<file path="config.mk">
export PLATFORM = sky130hd
export DESIGN_NAME = rca_seq_adder
export DESIGN_NICKNAME = d
export VERILOG_FILES = /design/src/rtl/rca_seq_adder.sv
export SDC_FILE = /design/constraint.sdc
export NUM_CORES = 1
export LEC_CHECK = 0
export BUFFER_PORTS_ARGS = -buffer_cell sky130_fd_sc_hd__buf_2
export CAP_MARGIN = 20
export CORE_MARGIN = 4
export CORE_UTILIZATION = 56
export CTS_CLUSTER_DIAMETER = 100
export CTS_CLUSTER_SIZE = 20
export DETAILED_ROUTE_END_ITERATION = 16
export PLACE_DENSITY = 0.83
export SYNTH_ARGS = -nofsm -noshare
export SYNTH_HDL_FRONTEND = slang
export SYNTH_HIERARCHICAL = 1
export SYNTH_SLANG_ARGS = --single-unit
</file>
<file path="constraint.sdc">
create_clock -name clk -period 4.9 [get_ports clk]
set_input_delay 0.245 -clock clk [delete_from_list [all_inputs] [get_ports clk]]
set_output_delay 0.245 -clock clk [all_outputs]
set_load 0.005 [all_outputs]
</file>
<file path="src/rtl/rca_seq_adder.sv">
// Nibble-serial adder: one 4-bit ripple-carry adder reused over WIDTH/4 cycles,
// with a carry register between nibbles and a result held until the next completion.

module ripple_carry_adder (
  input  logic [3:0] a,
  input  logic [3:0] b,
  input  logic       cin,
  output logic [3:0] s,
  output logic       cout
);
  logic [4:0] c;

  assign c[0] = cin;
  for (genvar i = 0; i < 4; i++) begin : g_bit
    assign s[i]   = a[i] ^ b[i] ^ c[i];
    assign c[i+1] = (a[i] & b[i]) | (c[i] & (a[i] ^ b[i]));
  end
  assign cout = c[4];
endmodule

module rca_seq_adder #(
  parameter int WIDTH = 16
) (
  input  logic             clk,
  input  logic             rst,
  input  logic             start,
  input  logic             abort,
  input  logic [WIDTH-1:0] a,
  input  logic [WIDTH-1:0] b,
  input  logic             cin,
  output logic             ready,
  output logic             done,
  output logic [WIDTH-1:0] sum,
  output logic             cout,
  output logic             ovf
);
  localparam int N  = WIDTH / 4;
  localparam int IW = (N > 1) ? $clog2(N) : 1;
  localparam logic [IW-1:0] LAST = IW'(N - 1);

  typedef enum logic [1:0] {IDLE, RUN, DONE} state_t;

  state_t           state, state_nxt;
  logic [WIDTH-1:0] a_q, b_q, psum_q, psum_nxt;
  logic [IW-1:0]    idx;
  logic             carry_q;
  logic [3:0]       nib_s;
  logic             nib_c;
  logic             accept, step;

  ripple_carry_adder u_rca (
    .a    (a_q[idx*4 +: 4]),
    .b    (b_q[idx*4 +: 4]),
    .cin  (carry_q),
    .s    (nib_s),
    .cout (nib_c)
  );

  // Partial sum with the current nibble merged in, so the last step can
  // publish the complete result on the same edge it is produced.
  always_comb begin
    psum_nxt = psum_q;
    psum_nxt[idx*4 +: 4] = nib_s;
  end

  always_comb begin
    state_nxt = state;
    ready     = 1'b0;
    done      = 1'b0;
    accept    = 1'b0;
    step      = 1'b0;
    case (state)
      IDLE: begin
        ready = 1'b1;
        if (start) begin
          accept    = 1'b1;
          state_nxt = RUN;
        end
      end
      RUN: begin
        if (abort) begin
          state_nxt = IDLE;
        end else begin
          step = 1'b1;
          if (idx == LAST) state_nxt = DONE;
        end
      end
      DONE: begin
        done      = 1'b1;
        state_nxt = IDLE;
      end
      default: state_nxt = IDLE;
    endcase
  end

  always_ff @(posedge clk or posedge rst) begin
    if (rst) begin
      state   <= IDLE;
      idx     <= '0;
      carry_q <= 1'b0;
      psum_q  <= '0;
      a_q     <= '0;
      b_q     <= '0;
      sum     <= '0;
      cout    <= 1'b0;
      ovf     <= 1'b0;
    end else begin
      state <= state_nxt;
      if (accept) begin
        a_q     <= a;
        b_q     <= b;
        carry_q <= cin;
        idx     <= '0;
      end
      if (step) begin
        psum_q  <= psum_nxt;
        carry_q <= nib_c;
        idx     <= idx + 1'b1;
        if (idx == LAST) begin
          sum  <= psum_nxt;
          cout <= nib_c;
          ovf  <= (a_q[WIDTH-1] == b_q[WIDTH-1]) && (nib_s[3] != a_q[WIDTH-1]);
        end
      end
    end
  end
endmodule

</file>
======== Word-level counts from Yosys, hierarchy flattened ========
Index checks and enable logic that the tools add are counted.
word-level totals
  flip-flop bits (word level) ............. 71
  logic and storage cells ................. 62
operators by class
  add/sub/neg operators ................... 2
  equality and inequality tests ........... 7
  shift-type cells ........................ 4
  muxes and demuxes ....................... 15
  bitwise logic cells ..................... 20
  reductions and logical operators ........ 5
operators by type and width
  operator                                                                 number
  4-bit negator with 34-bit output                                         1
  4-bit by 34-bit variable shift with 16-bit output, first input constant  1
  4-bit by 34-bit variable part select with 16-bit output                  1
  16-bit by 5-bit variable part select with 4-bit output                   2
  16-bit bitwise mux                                                       1
  2-bit 2-to-1 mux                                                         5
  1-bit bitwise AND                                                        8
  1-bit 2-to-1 mux                                                         8
  1-bit XOR                                                                8
  2-bit == test, second input constant                                     2
  1-bit bitwise OR                                                         4
  2-bit case mux with 2 select lines                                       1
  2-bit AND reduction                                                      2
  3-bit inequality test, second input constant                             1
  2-bit by 1-bit adder with 2-bit output, second input constant            1
  2-bit by 1-bit == test with 1-bit output, second input constant          1
  2-bit logical NOT                                                        1
  2-bit inequality test, second input constant                             1
  2-bit nonzero test                                                       1
  1-bit == test                                                            1
  1-bit logical AND                                                        1
  1-bit inequality test                                                    1

======== Logic depth before layout (Yosys ltp) ========
Gate-level depths: netlist of the first run.
  word-level depth ........................ 11
  gate-level depth with buffers ........... 14

======== Modules after synthesis ========
Netlist of the first run, hierarchy kept.
modules (own cells, without submodules)
  module              times used  cells each  area an instance (sq um)
  rca_seq_adder       1           328         3370.7
  ripple_carry_adder  1           14          117.6

======== Least setup slack after synthesis of the first run ========
Ideal clock, no wire load.
  path kind ............................... register -> register
  from .................................... register idx[0]
  to ...................................... register ovf
  setup time .............................. 0.082 ns
  arrival ................................. 3.515 ns
  slack ................................... 1.303 ns
  stages on the path, launching flop included .. 15
  cells stage by stage .................... dfrtp_1 > clkbuf_2 > buf_6 > mux4_2 > fa_1 > inv_1 > fa_1 > inv_1 > fa_1 > inv_1 > fa_1 > inv_1 > buf_2 > or3b_2 > a31oi_1
between the ends
  cells in the longest elaborated chain, start to end .. 11
RTL lines
  what                                                                       line    text
  start: declaration                                                         45      logic [IW-1:0] idx;
  start signal: assignment                                                   118     idx <= idx + 1'b1;
  16-bit by 5-bit variable part select with 4-bit output (on tied branches)  52, 53
  1-bit XOR                                                                  16      assign c[i+1] = (a[i] & b[i]) | (c[i] & (a[i] ^ b[i]));
  1-bit bitwise AND                                                          16
  1-bit bitwise OR                                                           16
  1-bit bitwise AND                                                          16
  1-bit bitwise OR                                                           16
  1-bit bitwise AND                                                          16
  1-bit bitwise OR                                                           16
  1-bit XOR *                                                                15      assign s[i] = a[i] ^ b[i] ^ c[i];
  named net nib_s[3]                                                         47      logic [3:0] nib_s;
  1-bit inequality test *                                                    122     ovf <= (a_q[WIDTH-1] == b_q[WIDTH-1]) && (nib_s[3] != a_q[WIDTH-1]);
  1-bit logical AND *                                                        122
  end signal: assignment                                                     122
  end: declaration                                                           35      output logic ovf
The timed path passes the listed nets; every way through them passes the cells marked *.
A chain may end at the register's enable or synchronous reset.

======== Worst setup path in the final report of the first run ========
Ends and elaborated chain as after synthesis.

==> impl_results.md, run 1 <==
- Max Root-Sink Buffers: 2
- Worst Max-Slew Pin Slew: 0.865 ns
- Drt wl/cell: 14.8 µm
- First-pass detailed-route iteration total: 4
- VDD IR max: 383 µV
- Hpwl dp: 4800 µm
- Post-synth EDFFs: 0
- Clock sink count: 71
- GRT Util Overall: 0.205
- Yosys warning count: 6
- Slowest CP cell: mux4_2
- Setup TNS: 0 ns
- Fillers: 472
- Initial antenna violation count: 0
- Final net count: 437
- Routability cong.: 0.786
- Die width: 86.9 µm
- Placed inst area: 3720 µm²
- Sequential share of the synthesized area: 0.509
- Antenna cells: 0
- Count of unique library cells instantiated by Yosys: 40
- Synthesized instance count: 342
- CP Cell Sequence: mux4_2 -> fa_1 -> inv_1 -> fa_1 -> inv_1 -> fa_1 -> inv_1 -> fa_1 -> inv_1 -> or3b_2 -> a31oi_1
- Worst Path Required: 5.16 ns
- Synthesized Nets: 389
- Antenna viol nets, final: 0
- Crit Path Max Fanout: 10
- Synth Cell Area: 3490 µm²
- CTS tree: yes
- DRC: 0
- Hold_buf cts: 0
- Finished Cell Area: 3990 µm²
- Worst slew margin: 0.423
- Multi-input logic area: 1490 µm²
- Min Tclk post-route: 3.64 ns
- Root Buffer Master: clkbuf_8
- Total wire length: 6930 µm
- Fin. max-slew vios: 0
- RSZ-0062 raised after global routing: false
- Via count: 2524
- Area leader, netlist: dfrtp_1
- Final Cycle Share: 0.743
- Hold Violations, Final: 0
- Delay-heaviest family, CP: adder cells
- Outcome: finished, final reports clean
- H-tree levels: 3
- DRT iter0 DRCs: 185
- CTS Buf Count: 9
- Critical Path Sink Type: flip-flop
- Ports: 57
- CP max stage delay: 0.57 ns
- Seq cells post-synth: 71
- Buffers on Ports: 56
- Share of cells above drive strength 1: 0.241
- Clock skew: 0.00683 ns
- Area grow syn2layout: 14.5%
- First-pass GRT wire length: 11900 µm
- Critical Path AT: 3.91 ns
- Maxcap violations: 0
- Number of global-route vias before repair: 2557
- Hold WC Path Type: input pin to flip-flop
- Register area: 1780 µm²
- Clk pin slew, worst setup/hold paths: 0.07 ns
- Main flop type after synthesis: dfrtp_1
- Worst-Skew Late Latency: 0.34 ns
- CP Launch Type: flip-flop
- # resized after CTS: 0
- Setup CP Type: flip-flop to flip-flop
- # rows: 28
- Power per cell area: 678 nW/µm²
- Post-CTS setup buffers: 0
- Syn avg cell area: 10.2 µm²
- Core Util, Final: 0.667
- Pin count of the biggest net entering global routing: 72
- Top achievable clock speed: 0.275 GHz
- Synth area leaders: dfrtp_1 (51%), nand2_1 (11%), mux4_2 (5.2%), fa_1 (2.3%), ha_1 (2.2%)
- Die Ht: 86.9 µm
- Total Die Area: 7560 µm²
- Async S/R FF share, synth: 1.00
- Initial Utilization: 0.582
- Worst path bufs/invs: 4
- Gr ovfl total: 0
- Placeable core area: 5990 µm²
- Post-synth top area share: 0.509
- Via density: 5.37
- Leak pwr: 2.00 nW
- Final Setup Violations: 0
-- report_power, final --
group,switching (W),internal (W)
combinational,0.000739,0.000507
sequential,0.000147,0.000800
clock,0.000216,0.000299
-- per-layer routing --
layer	wire length (µm)	up-vias	GRT usage
li1	-	1239	-
met1	2960	1185	0.260
met2	3400	88	0.333
met3	436	12	0.0388
met4	147	0	0.109
met5	0	-	0
-- cell usage after synthesis, types with 2 or more instances --
| cell | instances |
|---|---|
| clkbuf_1 | 5 |
| inv_1 | 14 |
| a31oi_1 | 10 |
| dfrtp_1 | 71 |
| a41oi_1 | 3 |
| nand3b_1 | 5 |
| and4bb_1 | 2 |
| ha_1 | 6 |
| nand2_1 | 103 |
| nor2_1 | 20 |
| or3b_2 | 2 |
| nor3b_2 | 2 |
| a22o_1 | 8 |
| fa_1 | 4 |
| nand3_1 | 5 |
| mux4_2 | 8 |
| o21ai_0 | 4 |
| nand4bb_1 | 2 |
| buf_1 | 2 |
| buf_4 | 3 |
| buf_2 | 6 |
| nand2b_1 | 8 |
| buf_8 | 3 |
| a21oi_1 | 14 |
| buf_6 | 4 |
| a32o_1 | 6 |
| nor2b_1 | 9 |
-- final cells by class --
| class | instances | area share |
|---|---|---|
| clock buffer | 10 | 0.0345 |
| clock inverter | 6 | 0.0210 |
| inverter | 14 | 0.0132 |
| multi-input combinational | 233 | 0.373 |
| sequential | 71 | 0.445 |
| tap | 75 | 0.0235 |
| timing repair buffer | 61 | 0.0896 |
-- tightest hold or removal path: stages --
cell	delay [ns]
buf_2	0.07
nand2_1	0.04
nand2_1	0.05
-- sequential cells by signal, indices dropped and copies added (netlist names) --
register / cells
state: 2
psum_q: 16
ovf: 1
cout: 1
sum: 16
b_q: 16
idx: 2
a_q: 16
carry_q: 1
-- path summary, 6_finish.rpt --
| path | slack (ns) | startpoint | endpoint | cells past startpoint |
|---|---|---|---|---|
| max | 1.26 | idx[0] | ovf | 11 |
| min | 0.09 | b[13] | b_q[13] | 3 |
| max reg2reg | 1.26 | idx[0] | ovf | 11 |
| min reg2reg | 0.48 | psum_q[12] | psum_q[12] | 2 |
| max in group asynchronous | 4.19 | rst | a_q[10] | 3 |
| min in group asynchronous | 0.16 | rst | sum[8] | 3 |
-- per-stage QoR --
| step | hold slack [ns] | power (W) | setup WS [ns] | std cells |
|---|---|---|---|---|
| 2_1_floorplan | 0.350 | 0.00185 | 1.30 | 342 |
| 3_3_place_gp | 0.433 | 0.00212 | 1.36 | 452 |
| 3_5_place_dp | 0.438 | 0.00219 | 1.25 | 452 |
| 4_1_cts | 0.0756 | 0.00271 | 1.24 | 468 |
| 5_1_grt | 0.0790 | 0.00293 | 1.05 | 470 |
| 6_report | 0.0889 | 0.00271 | 1.26 | 470 |
-- cell usage in the layout, fill, tap and decap left out, drive strengths merged, types with 8 or more instances in the layout --
cell and count:
buf 61, a21oi 14, inv 14, nor2b 9
nand2 103, nand2b 8, a22o 8, a31oi 10
mux4 8, dfrtp 71, nor2 20, clkbuf 10
-- cells by family (layout without fill, tap and decap cells) --
| family | count (synthesis) | after routing | synth area share |
|---|---|---|---|
| simple gates | 168 | 168 | 0.236 |
| flops | 71 | 71 | 0.509 |
| mux | 9 | 9 | 0.0549 |
| compound gates | 46 | 46 | 0.0908 |
| buf+inv | 38 | 91 | 0.0649 |
| fa+ha+maj | 10 | 10 | 0.0445 |
Note: power is estimated with default switching activity, not from simulation.
==> run 2, diff against run 1 <==
Settings changed: CORE_UTILIZATION 56 to 51, PLACE_DENSITY 0.83 to 0.8.
Clock period 4.9 ns to 3.3 ns, I/O delays scaled along.
==> impl_results.md, run 2 (synthesis gave the netlist of run 1 again) <==
- Outcome: finished, final reports clean
- Worst slew margin: 0.483
- Worst path bufs/invs: 4
- Post-CTS setup buffers: 0
- Number of global-route vias before repair: 2731
- CTS Buf Count: 9
- Initial antenna violation count: 0
- Hpwl dp: 4910 µm
- Gr ovfl total: 0
- First-pass GRT wire length: 12800 µm
- Setup TNS: 0 ns
- Worst path most repeated cell: fa_2
- Root Buffer Master: clkbuf_8
- Fillers: 503
- Delay-heaviest family, CP: adder cells
- DRC: 0
- Final Cycle Share: 0.945
- Min Tclk post-route: 3.12 ns
- Worst Setup SP: idx[0]
- CP Cell Sequence: mux4_2 -> fa_2 -> inv_2 -> fa_2 -> inv_1 -> fa_2 -> inv_2 -> fa_1 -> inv_1 -> or3b_4 -> a31oi_1
- Worst-Skew Late Latency: 0.35 ns
- CTS tree: yes
- WP depth: 11
- Area grow syn2layout: 23.0%
- Antenna viol nets, final: 0
- Reg-to-Reg Start: idx[0]
- Top achievable clock speed: 0.321 GHz
- CP Launch Type: flip-flop
- Flop-to-flop setup slack: 0.18 ns
- Total wire length: 7510 µm
- H-tree levels: 3
- Pin count of the biggest net entering global routing: 49
- Drt wl/cell: 15.0 µm
- Worst Path Required: 3.57 ns
- RSZ-0062 raised after global routing: false
- CP max stage delay: 0.55 ns
- Share of cells above drive strength 1: 0.242
- Worst Max-Slew Pin Slew: 0.772 ns
- Final Setup Violations: 0
- Hold Violations, Final: 0
- Ports: 57
- Crit Path Max Fanout: 4
- Maxcap violations: 0
- Via density: 5.35
- Clock sink count: 71
- R2R cell count: 11
- Most frequent cells in the layout: nand2_1 (103), dfrtp_1 (71), buf_2 (56)
- Setup CP Type: flip-flop to flip-flop
- Routability cong.: 0.789
- Reg2Reg Capture Point: ovf
- Max Root-Sink Buffers: 2
- Hold Crit Start: a[2]
- Clock skew: 0.0115 ns
- Via count: 2684
- Total Die Area: 8230 µm²
- GRT Util Overall: 0.196
- Core Util, Final: 0.661
- Buffers on Ports: 56
- Most common cell after layout, fill and taps aside: nand2_1
- Antenna cells: 0
- First-pass detailed-route iteration total: 4
- Die Ht: 90.7 µm
- VDD IR max: 610 µV
- Final net count: 467
- Die width: 90.7 µm
- Fin. max-slew vios: 0
- Critical Path AT: 3.39 ns
- Total power: 0.00416 W
- Slowest CP cell: mux4_2
- Power per cell area: 970 nW/µm²
- Leak pwr: 2.12 nW
- Placeable core area: 6490 µm²
- Clk pin slew, worst setup/hold paths: 0.07 ns
- Critical Path Sink Type: flip-flop
- DRT iter0 DRCs: 148
- Crit path to: ovf
- Final hold slack: 0.0197 ns
- Initial Utilization: 0.537
- Hold WC Path Type: input pin to flip-flop
- # rows: 29
## run 2: cell type report
cell class	count	area, µm²	share of cell area
clock inverters	5	81.3	0.0190
repair buffers	91	641	0.149
multi-input cells	233	1500	0.350
inverters	14	52.6	0.0122
clock buffers	11	141	0.0330
flip-flops and latches	71	1780	0.414
well taps	77	96.3	0.0225
## run 2: repair_timing
action | in CTS | in global routing
endpoints found under the hold margin | 25 | 47
hold buffers | 25 | 1
resized for setup | 0 | 0
## run 2: worst min path at each step
stage	end	cells past startpoint
finish	a_q[2]	3
global route	b_q[9]	3
CTS	a_q[0]	3
detailed placement	a_q[13]	3
global placement	b_q[10]	3
floorplan	a_q[0]	2
## run 2: report_power, final
group / total (W) / internal, W / leakage [nW] / switching [W]
logic: 0.00199 / 0.000868 / 1.10 / 0.00112
registers: 0.00139 / 0.00119 / 0.907 / 0.000206
clock network: 0.000776 / 0.000446 / 0.110 / 0.000330
total: 0.00416 / 0.00250 / 2.12 / 0.00166
## run 2: through the flow
step                      instance area (µm²)  worst slack, ns  std cells
final                                    4290            0.183        502
after CTS                                4230            0.165        499
after global placement                   3760            0.243        458
after global routing                     4290           0.0373        502
after detailed placement                 3760            0.181        458
after floorplan                          3520          -0.0341        342
## run 2: layer usage
metal  part of all wire  routed length (µm)  track usage  vias up
met5                  0                   0            0        -
li1                   -                   -            -     1306
met3              0.034                 258       0.0358       14
met2               0.50                3730        0.316       53
met4              0.020                 151       0.0906        0
met1               0.45                3370        0.256     1311
## run 2: worst min-delay path: cells and delay by family
family / cells / cell delay (ns)
buffers and inverters: 1 / 0.08
AND/OR/NAND/NOR: 2 / 0.08
